==> src/rtl/riscv_store_buffer_if.sv <==
// Bundle of CPU-side and DRAM-side signals for the store buffer.
//   master : CPU/DRAM environment. Drives cpu_rd, cpu_wr, cpu_addr, cpu_wdata, dump_req and
//            mem_rdata. Observes cpu_rdata, stall, mem_rd, mem_wr, mem_addr, mem_wdata and
//            dump_out.
//   slave  : the store buffer, with the opposite directions.
interface riscv_store_buffer_if #(
  parameter int unsigned NB     = 32,
  parameter int unsigned ADDR_W = 12
);
  logic              cpu_rd;
  logic              cpu_wr;
  logic [NB-1:0]     cpu_addr;
  logic [NB-1:0]     cpu_wdata;
  logic [NB-1:0]     cpu_rdata;
  logic              stall;
  logic              dump_req;
  logic              mem_rd;
  logic              mem_wr;
  logic [ADDR_W-1:0] mem_addr;
  logic [NB-1:0]     mem_wdata;
  logic [NB-1:0]     mem_rdata;
  logic              dump_out;

  modport master (
    output cpu_rd, cpu_wr, cpu_addr, cpu_wdata, dump_req, mem_rdata,
    input  cpu_rdata, stall, mem_rd, mem_wr, mem_addr, mem_wdata, dump_out
  );

  modport slave (
    input  cpu_rd, cpu_wr, cpu_addr, cpu_wdata, dump_req, mem_rdata,
    output cpu_rdata, stall, mem_rd, mem_wr, mem_addr, mem_wdata, dump_out
  );
endinterface

==> src/rtl/riscv_store_buffer.sv <==
// Posted-write buffer between the CPU data port and DRAM.
// Stores are queued in a DEPTH-entry FIFO. They retire to DRAM on cycles where no load owns the
// memory port. A dump request first drains the FIFO, then pulses dump_out for one cycle.
//
// Ports:
//   clk : system clock, rising edge.
//   rst : asynchronous, active-high reset.
//   bus : riscv_store_buffer_if.slave. Carries the CPU load/store request and response
//         (stall and cpu_rdata are combinational), dump_req/dump_out, and the DRAM port
//         (mem_rdata is a same-cycle read).
//
// Build option:
//   STORE_BUF_FWD_EN defined   : a load that hits buffered entries returns the youngest
//                                matching data directly from the buffer.
//   STORE_BUF_FWD_EN undefined : a load that hits buffered entries stalls until those
//                                entries have drained, then reads DRAM.
module riscv_store_buffer #(
  parameter int unsigned NB     = 32,
  parameter int unsigned ADDR_W = 12,
  parameter int unsigned DEPTH  = 4
) (
  input logic                 clk,
  input logic                 rst,
  riscv_store_buffer_if.slave bus
);

  localparam int unsigned    PTR_W    = $clog2(DEPTH);
  localparam logic [PTR_W:0] FULL_CNT = (PTR_W + 1)'(DEPTH);

  typedef logic [PTR_W-1:0] ptr_t;
  typedef enum logic [1:0] {StIdle, StDrain, StDump} state_e;

  logic [ADDR_W-1:0] addr_q [DEPTH];
  logic [NB-1:0]     data_q [DEPTH];
  ptr_t              head_q, tail_q;
  logic [PTR_W:0]    cnt_q, cnt_d;
  state_e            state_q, state_d;
  logic              pend_q, pend_d;

  logic              full, empty, hit, rd_block;
  logic              rd_req, wr_req, stall, rd_go, enq, deq;
  logic [ADDR_W-1:0] cpu_a;
  logic              unused_addr_hi;
`ifdef STORE_BUF_FWD_EN
  logic [NB-1:0]     hit_data;
`endif

  assign cpu_a          = bus.cpu_addr[ADDR_W-1:0];
  assign unused_addr_hi = ^bus.cpu_addr[NB-1:ADDR_W];
  assign full           = (cnt_q == FULL_CNT);
  assign empty          = (cnt_q == '0);

  // Scan entries from oldest to youngest so the last match wins (youngest store).
  always_comb begin
    hit = 1'b0;
`ifdef STORE_BUF_FWD_EN
    hit_data = '0;
`endif
    for (int unsigned i = 0; i < DEPTH; i++) begin
      if ((i < 32'(cnt_q)) && (addr_q[head_q + ptr_t'(i)] == cpu_a)) begin
        hit = 1'b1;
`ifdef STORE_BUF_FWD_EN
        hit_data = data_q[head_q + ptr_t'(i)];
`endif
      end
    end
  end

`ifdef STORE_BUF_FWD_EN
  assign rd_block = 1'b0;
`else
  assign rd_block = hit;
`endif

  // Requests are ignored while reset is held so every output reads back as idle.
  assign rd_req = bus.cpu_rd & ~rst;
  assign wr_req = bus.cpu_wr & ~rst;

  // Full-stall does not look at a concurrent drain; this keeps stall off the drain path.
  assign stall = (wr_req & full) | ((state_q != StIdle) & (rd_req | wr_req)) |
                 (rd_req & rd_block);
  assign rd_go = rd_req & ~stall;
  assign enq   = wr_req & ~stall;
  assign deq   = ~rd_go & ~empty & ~rst;

  always_comb begin
    bus.stall     = stall;
    bus.mem_rd    = rd_go;
    bus.mem_wr    = deq;
    bus.mem_addr  = '0;
    bus.mem_wdata = '0;
    if (rd_go) begin
      bus.mem_addr = cpu_a;
    end else if (deq) begin
      bus.mem_addr  = addr_q[head_q];
      bus.mem_wdata = data_q[head_q];
    end
`ifdef STORE_BUF_FWD_EN
    bus.cpu_rdata = hit ? hit_data : bus.mem_rdata;
`else
    bus.cpu_rdata = bus.mem_rdata;
`endif
    bus.dump_out  = ~rst & (state_q == StDump);
  end

  always_comb begin
    cnt_d = cnt_q;
    case ({enq, deq})
      2'b10:   cnt_d = cnt_q + 1'b1;
      2'b01:   cnt_d = cnt_q - 1'b1;
      default: cnt_d = cnt_q;
    endcase
  end

  // Dump sequencer. A request arriving mid-sequence is remembered and replayed once.
  always_comb begin
    state_d = state_q;
    pend_d  = pend_q;
    unique case (state_q)
      StIdle: begin
        if (bus.dump_req | pend_q) begin
          state_d = StDrain;
          pend_d  = 1'b0;
        end
      end
      StDrain: begin
        if (bus.dump_req) pend_d = 1'b1;
        if (empty) state_d = StDump;
      end
      StDump: begin
        if (bus.dump_req) pend_d = 1'b1;
        state_d = StIdle;
      end
      default: state_d = StIdle;
    endcase
  end

  always_ff @(posedge clk or posedge rst) begin
    if (rst) begin
      head_q  <= '0;
      tail_q  <= '0;
      cnt_q   <= '0;
      state_q <= StIdle;
      pend_q  <= 1'b0;
    end else begin
      if (enq) tail_q <= tail_q + 1'b1;
      if (deq) head_q <= head_q + 1'b1;
      cnt_q   <= cnt_d;
      state_q <= state_d;
      pend_q  <= pend_d;
    end
  end

  // Entry storage needs no reset; validity comes from head/count.
  always_ff @(posedge clk) begin
    if (enq) begin
      addr_q[tail_q] <= cpu_a;
      data_q[tail_q] <= bus.cpu_wdata;
    end
  end

endmodule

==> src/flat_wrapper.sv <==
// flat-port wrapper written by rule: the top's interface ports become plain ports
module riscv_store_buffer_flat 
#(
  parameter int unsigned NB     = 32,
  parameter int unsigned ADDR_W = 12,
  parameter int unsigned DEPTH  = 4
)
  (clk, rst, bus_cpu_rd, bus_cpu_wr, bus_cpu_addr, bus_cpu_wdata, bus_dump_req, bus_mem_rdata, bus_cpu_rdata, bus_stall, bus_mem_rd, bus_mem_wr, bus_mem_addr, bus_mem_wdata, bus_dump_out);
  riscv_store_buffer_if #(.NB(NB), .ADDR_W(ADDR_W)) bus_i ();
  input logic clk;
  input logic rst;
  input wire logic [$bits(bus_i.cpu_rd)-1:0] bus_cpu_rd;
  input wire logic [$bits(bus_i.cpu_wr)-1:0] bus_cpu_wr;
  input wire logic [$bits(bus_i.cpu_addr)-1:0] bus_cpu_addr;
  input wire logic [$bits(bus_i.cpu_wdata)-1:0] bus_cpu_wdata;
  input wire logic [$bits(bus_i.dump_req)-1:0] bus_dump_req;
  input wire logic [$bits(bus_i.mem_rdata)-1:0] bus_mem_rdata;
  output wire logic [$bits(bus_i.cpu_rdata)-1:0] bus_cpu_rdata;
  output wire logic [$bits(bus_i.stall)-1:0] bus_stall;
  output wire logic [$bits(bus_i.mem_rd)-1:0] bus_mem_rd;
  output wire logic [$bits(bus_i.mem_wr)-1:0] bus_mem_wr;
  output wire logic [$bits(bus_i.mem_addr)-1:0] bus_mem_addr;
  output wire logic [$bits(bus_i.mem_wdata)-1:0] bus_mem_wdata;
  output wire logic [$bits(bus_i.dump_out)-1:0] bus_dump_out;
  assign bus_i.cpu_rd = bus_cpu_rd;
  assign bus_i.cpu_wr = bus_cpu_wr;
  assign bus_i.cpu_addr = bus_cpu_addr;
  assign bus_i.cpu_wdata = bus_cpu_wdata;
  assign bus_i.dump_req = bus_dump_req;
  assign bus_i.mem_rdata = bus_mem_rdata;
  assign bus_cpu_rdata = bus_i.cpu_rdata;
  assign bus_stall = bus_i.stall;
  assign bus_mem_rd = bus_i.mem_rd;
  assign bus_mem_wr = bus_i.mem_wr;
  assign bus_mem_addr = bus_i.mem_addr;
  assign bus_mem_wdata = bus_i.mem_wdata;
  assign bus_dump_out = bus_i.dump_out;
  riscv_store_buffer #(.NB(NB), .ADDR_W(ADDR_W), .DEPTH(DEPTH)) u_core (.clk(clk), .rst(rst), .bus(bus_i));
endmodule
==> config.mk <==
export PLATFORM = sky130hd
export DESIGN_NAME = riscv_store_buffer_flat
export DESIGN_NICKNAME = d
export VERILOG_FILES = /design/src/rtl/riscv_store_buffer_if.sv /design/src/rtl/riscv_store_buffer.sv /design/src/flat_wrapper.sv
export SDC_FILE = /design/constraint.sdc
export NUM_CORES = 1
export LEC_CHECK = 0
export CAP_MARGIN = 0
export CORE_AREA = 5 5 136 138
export DETAILED_ROUTE_END_ITERATION = 8
export DIE_AREA = 0 0 141 143
export PLACE_DENSITY = 0.83
export SETUP_SLACK_MARGIN = 0.02
export SKIP_LAST_GASP = 1
export SLEW_MARGIN = 20
export SYNTH_ARGS = -nofsm -noshare
export SYNTH_HDL_FRONTEND = slang
export SYNTH_SLANG_ARGS = --single-unit
==> constraint.sdc <==
create_clock -name clk -period 12 [get_ports clk]
set_input_delay 3.6 -clock clk [delete_from_list [all_inputs] [get_ports clk]]
set_output_delay 3.6 -clock clk [all_outputs]
set_load 0.02 [all_outputs]
## Yosys cells after proc, flatten, opt, wreduce, memory -nomap -nowiden

Memories as Yosys holds them, arrays and structs flattened.
Cells that the tools add are included.
W data, S select, Z words.

- Word-level logic and storage cells: 76
- Register bits after elaboration: 10
- Memories kept: 2
- Output and inout bits: 80
- Latch bits: 0
- Memory bits (writable): 176
- Bits in read-only memories: 0

- Shift-type cells: 0
- Order comparisons: 4
- Reduce and logical (&&, ||, !) cells: 12
- $mul: 0
- Divide/modulo/power cells: 0
- Equality and inequality tests: 12
- Mux-type cells: 17
- Bitwise logic cells: 18
- $add $sub $neg: 6

Memory list:

| name | depth | width | read ports | clocked after Yosys merged registers in | wr ports | line | source |
|---|---|---|---|---|---|---|---|
| u_core.data_q | 4 | 32 | 1 | 0 | 1 | riscv_store_buffer.sv:34 | `logic [NB-1:0] data_q [DEPTH];` |
| u_core.addr_q | 4 | 12 | 4 | 0 | 1 | riscv_store_buffer.sv:33 | `logic [ADDR_W-1:0] addr_q [DEPTH];` |

Operators with widths:

| operator | count |
|---|---|
| $mux W32 | 2 |
| $eq A12 B12 Y1 | 4 |
| $mux W12 | 2 |
| $and A1 B1 Y1 | 10 |
| $mux W1 | 8 |
| $lt A1 B3 Y1 const A | 2 |
| $lt A2 B3 Y1 const A | 2 |
| $ne A2 B1 Y1 const B | 3 |
| $pmux W3 S2 | 1 |
| $reduce_bool A2 Y1 | 3 |
| $add A2 B1 Y2 const B | 2 |
| $add A2 B2 Y2 const B | 2 |
| $eq A2 B1 Y1 const B | 2 |
| $eq A2 B2 Y1 const B | 2 |
| $logic_and A1 B1 Y1 | 4 |
| $mux W2 | 2 |
| $not A1 Y1 | 4 |
| $or A1 B1 Y1 | 4 |
| $pmux W2 S2 | 1 |
| $add A3 B1 Y3 const B | 1 |
| $eq A3 B3 Y1 const B | 1 |
| $logic_not A3 Y1 | 1 |
| $reduce_and A3 Y1 | 1 |
| $sub A3 B1 Y3 const B | 1 |
| 4 further kinds | 4 |

## Longest topological paths before layout

An unclocked memory read counts as a cell.

- Depth after elaboration: 16
- Mapped depth: 16
- Mapped depth without buffers: 12

## Least setup slack after synthesis

No wires, ideal clock.

- Path type: input to output
- From: in bus_cpu_addr[1]
- To: out bus_mem_addr[0]
- Path slack: 2765 ps
- Buffers on the path: 2
- Required time: 8400 ps
- Data arrival time: 5635 ps
- Stages on the path: 9
- Cells stage by stage: clkbuf_1 > xnor2_1 > nor3_2 > a32oi_1 > or4_4 > nand4_4 > nor2_4 > buf_6 > o31ai_2

- Longest elaborated chain between the ends: 15

RTL lines:

| element | line | source |
|---|---|---|
| from (decl) | flat_wrapper.sv:14 | `input wire logic [$bits(bus_i.cpu_addr)-1:0] bus_cpu_addr;` |
| $eq A12 B12 Y1 | riscv_store_buffer.sv:60 | `if ((i < 32'(cnt_q)) && (addr_q[head_q + ptr_t'(i)] == cpu_a)) begin` |
| $logic_and A1 B1 Y1 | riscv_store_buffer.sv:60 |  |
| $mux W1 (3 in a row) | riscv_store_buffer.sv:60 |  |
| $mux W1 (*) | riscv_store_buffer.sv:60 |  |
| $and A1 B1 Y1 (*) | riscv_store_buffer.sv:81 | `(rd_req & rd_block);` |
| $or A1 B1 Y1 (*) | riscv_store_buffer.sv:80 | `assign stall = (wr_req & full) \| ((state_q != StIdle) & (rd_req \| wr_req)) \|` |
| $not A1 Y1 (*) | riscv_store_buffer.sv:82 | `assign rd_go = rd_req & ~stall;` |
| $and A1 B1 Y1 (*) | riscv_store_buffer.sv:82 |  |
| net bus_mem_rd | flat_wrapper.sv:20 | `output wire logic [$bits(bus_i.mem_rd)-1:0] bus_mem_rd;` |
| $not A1 Y1 | riscv_store_buffer.sv:84 | `assign deq = ~rd_go & ~empty & ~rst;` |
| $and A1 B1 Y1 (2 in a row) | riscv_store_buffer.sv:84 |  |
| $mux W12 | riscv_store_buffer.sv:94 | `end else if (deq) begin` |
| $mux W12 (*) | riscv_store_buffer.sv:92 | `if (rd_go) begin` |
| to (decl) | flat_wrapper.sv:22 | `output wire logic [$bits(bus_i.mem_addr)-1:0] bus_mem_addr;` |

The timed path passes the listed nets; every way through them passes the cells marked *.

## Worst setup path in the final report

- From: in bus_cpu_addr[1]
- To: out bus_mem_wdata[14]

- Longest elaborated chain between the ends: 15

RTL lines:

| element | line | source |
|---|---|---|
| $eq A12 B12 Y1 | riscv_store_buffer.sv:60 |  |
| $logic_and A1 B1 Y1 | riscv_store_buffer.sv:60 |  |
| $mux W1 (3 in a row) | riscv_store_buffer.sv:60 |  |
| $mux W1 (*) | riscv_store_buffer.sv:60 |  |
| $and A1 B1 Y1 (*) | riscv_store_buffer.sv:81 |  |
| $or A1 B1 Y1 (*) | riscv_store_buffer.sv:80 |  |
| $not A1 Y1 (*) | riscv_store_buffer.sv:82 |  |
| $and A1 B1 Y1 (*) | riscv_store_buffer.sv:82 |  |
| $not A1 Y1 | riscv_store_buffer.sv:84 |  |
| $and A1 B1 Y1 (2 in a row) | riscv_store_buffer.sv:84 |  |
| $mux W32 | riscv_store_buffer.sv:94 |  |
| $mux W32 (*) | riscv_store_buffer.sv:92 |  |
| to (decl) | flat_wrapper.sv:23 | `output wire logic [$bits(bus_i.mem_wdata)-1:0] bus_mem_wdata;` |

Mark *: on every way between the ends. The rest lies on a longest branch, timed or not.

==> metrics.csv <==
stage;metric;value;unit
yosys;yosysUniqueCellTypes;47;
detailed_routing;drtAntennaViolNets;0;
clock_network;cts-resized-gates;0;
yosys;synth_edf_count;176;
floorplanning;core_area;0.01706;sq mm
run;cap_violations;0;
yosys;synth-compound-area-share;1.639;%
layout;insertedDiodeCount;0;
pwr;seq_power_share;36.8;%
pwr;power_frac_comb;40.2;%
layout;drive_gt1_share;18.95;%
clock_network;tritoncts;built;
floorplanning;die_height;143;um
yosys;synth_area_leaders;edfxtp_1 57%, mux4_2 8.3%, mux2i_1 6.2%;
detailed_routing;first_iter_violations;386;
timing;tns;0;ps
layout;layout_common_cells;176 x edfxtp_1, 96 x clkdlybuf4s50_1, 57 x mux2i_1;
worst_setup_path;endpoint_kind;output pin;
pwr;cellPowerDensity;221.4;mW/mm^2
timing;finalCritPeriodShare;88.81;%
pwr;ir_drop;129.2;uV
floorplanning;num_rows;48;
worst_setup_path;worstPathRequired;8400;ps
timing;fin_crit;10660;ps
yosys;synth_xor_area_share;5.690;%
global_route;grt_overflow_total;0;
clock_network;cts_made_buffers;17;
status;outcome;completed;
yosys;synth_flop_cell;edfxtp_1;
layout;nets;751;
clock_network;cts_num_sinks;186;
detailed_routing;wire_per_inst;20.67;um
detailed_routing;first_pass_iters;5;
timing;slew_violations;0;
layout;final_util;62.64;%
yosys;yosysTopAreaCell;edfxtp_1;
timing;fin_skew;13.50;ps
clock_network;clock_latency;420;ps
floorplanning;initial_core_util;54.14;%
worst_setup_path;arrival;7060;ps
clock_network;cts_root_buffer;clkbuf_16;
clock_network;cts_buffer_depth;2;
global_route;grt_first_pass_wirelength;28790;um
timing;maxSlewHeadroom;46.48;%
yosys;netlist_area;0.009235;sq mm
yosys;avgSynthCellArea;15.87;sq um
clock_network;htreeDepth;4;
yosys;synth-async-reset-ratio;5.376;%
placed_design;portBuffers;96;
yosys;yosys.area_share.simple;6.124;%
clock_network;clk_pin_slew;70;ps
pwr;p_sw_share;33.95;%
timing;finalHoldViolations;0;
placed_design;globalplace.congestion;0.8252;
timing;grt_setup_unrepaired;false;
yosys;syn-num-nets;697;
clock_network;cts_setup_buffers;0;
pwr;power.switching;802.8;uW
yosys;syn-instance-count;582;
timing;clock.fmax;93.83;MHz
yosys;synth_seq_area_share;59.94;%
floorplanning;num_io_pins;181;
detailed_routing;vias;4964;
layout;layout_commonest_cell;edfxtp_1;
floorplanning;dieArea;0.02016;sq mm
yosys;yosys-mux-area-fraction;19.31;%
yosys;synth_top_cell_area_share;57.23;%
layout;syn2layout_area_growth;15.69;%
clock_network;cts_hold_buf;0;
detailed_routing;viasPerCell;5.680;
detailed_routing;wl;18070;um
pwr;p_int;1.562;mW
detailed_routing;route.detailed.drc;0;
floorplanning;fp.dieW;141;um
yosys;synth_top_family_by_area;multiplexers;
min_path;worstHoldPathType;reg -> reg;
global_route;antenna_found_initial;1;
global_route;grt_pass1_vias;5310;
worst_setup_path;path_max_fanout;22;
yosys;yosysWarnings;0;
worst_setup_path;cp-start-kind;input pin;
timing;setup_viol;0;
global_route;grt_max_degree;51;
worst_setup_path;critPathKind;in -> out;
placed_design;hpwl;11740;um
layout;fillers;1242;
pwr;power.leakage;3.676;nW
pwr;clock_power_share;23.0;%
global_route;grtUsageTotal;18.65;%
yosys;synthAdderAreaFrac;1.897;%
timing;worstMarginPinSlew;802.8;ps
yosys;ys_ff_latch;186;
[path summary, 6_finish.rpt]
kind / from / endpoint / cells past startpoint / slack [ps]
max reg2reg: u_core.head_q[1] / u_core.data_q[1][15] / 10 / 7450
min: u_core.pend_q / u_core.pend_q / 1 / 540
max in group asynchronous: rst / u_core.head_q[0] / 2 / 8110
max: bus_cpu_addr[1] / bus_mem_wdata[14] / 10 / 1340
min in group asynchronous: rst / u_core.head_q[1] / 2 / 3570
min reg2reg: u_core.pend_q / u_core.pend_q / 1 / 540
[registers in the layout (all words and copies together), names as in the netlist]
| name | cells |
|---|---|
| u_core.data_q | 128 |
| u_core.addr_q | 48 |
| u_core.cnt_q | 3 |
| u_core.head_q | 2 |
| u_core.state_q | 2 |
| u_core.tail_q | 2 |
| u_core.pend_q | 1 |
[synth_stat cells (all sizes together), types with 13 or more instances]
| master | instances |
|---|---|
| nor2b | 34 |
| mux4 | 34 |
| mux2 | 29 |
| mux2i | 63 |
| buf | 55 |
| ha | 14 |
| xnor2 | 44 |
| edfxtp | 176 |
| clkbuf | 13 |
| nor2 | 18 |
| inv | 13 |
| xor2 | 16 |
[through the flow]
stage                     instances  power [mW]  hold slack [ps]  instance area, sq um  setup WS (ps)
final                           874       2.365            538.4                 10680           1342
after detailed placement        842       1.840            523.4                 10100           1373
after floorplan                 582       1.587            461.3                  9235           2765
after global placement          842       1.812            473.8                 10100           1451
after global routing            874       2.496            539.5                 10680           1194
after CTS                       874       2.389            539.6                 10680           1347
[routing by layer]
metal | routed length (um) | track usage, % | up-vias | share of wire, %
met5 | 11 | 0 | - | 0.061
met2 | 9045 | 30.85 | 189 | 50
met4 | 279 | 4.997 | 2 | 1.5
li1 | - | - | 2251 | -
met3 | 1267 | 5.492 | 32 | 7.0
met1 | 7464 | 24.41 | 2490 | 41
[power by group through the flow]
| stage | combinational, mW | sequential [mW] | clock (mW) |
|---|---|---|---|
| final | 0.952 | 0.870 | 0.544 |
| after global placement | 0.936 | 0.876 | 0 |
| after CTS | 0.964 | 0.871 | 0.554 |
| after global routing | 1.03 | 0.882 | 0.585 |
| after floorplan | 0.775 | 0.812 | 0 |
| after detailed placement | 0.954 | 0.886 | 0 |
[critical path: stages]
cell and delay [ps]:
clkdlybuf4s50_1 760, xnor2_1 160, nor3_2 240, a32oi_1 140, or4_4 600, nand4_4 170
o21ai_4 240, buf_4 290, nor2b_1 200, clkdlybuf4s50_1 640
[final cells by class]
| type | count | area, sq um | share of cell area (%) |
|---|---|---|---|
| Timing Repair Buffer | 103 | 1013 | 9.486 |
| Clock inverter | 15 | 158.9 | 1.487 |
| Clock buffer | 17 | 425.4 | 3.982 |
| Multi-Input combinational cell | 315 | 3213 | 30.07 |
| Inverter | 13 | 48.80 | 0.4567 |
| Sequential cell | 186 | 5543 | 51.88 |
| Tap cell | 225 | 281.5 | 2.635 |
[cells by family (layout without fill, tap and decap cells)]
family / Yosys count / in the layout
flip-flops: 186 / 186
multiplexers: 126 / 126
AND/OR/NAND/NOR: 94 / 94
buffers and inverters: 81 / 148
XOR/XNOR: 60 / 60
AO/OA/AOI/OAI: 21 / 21
adder cells (fa/ha/maj): 14 / 14
Power figures use the tool's default switching activity.
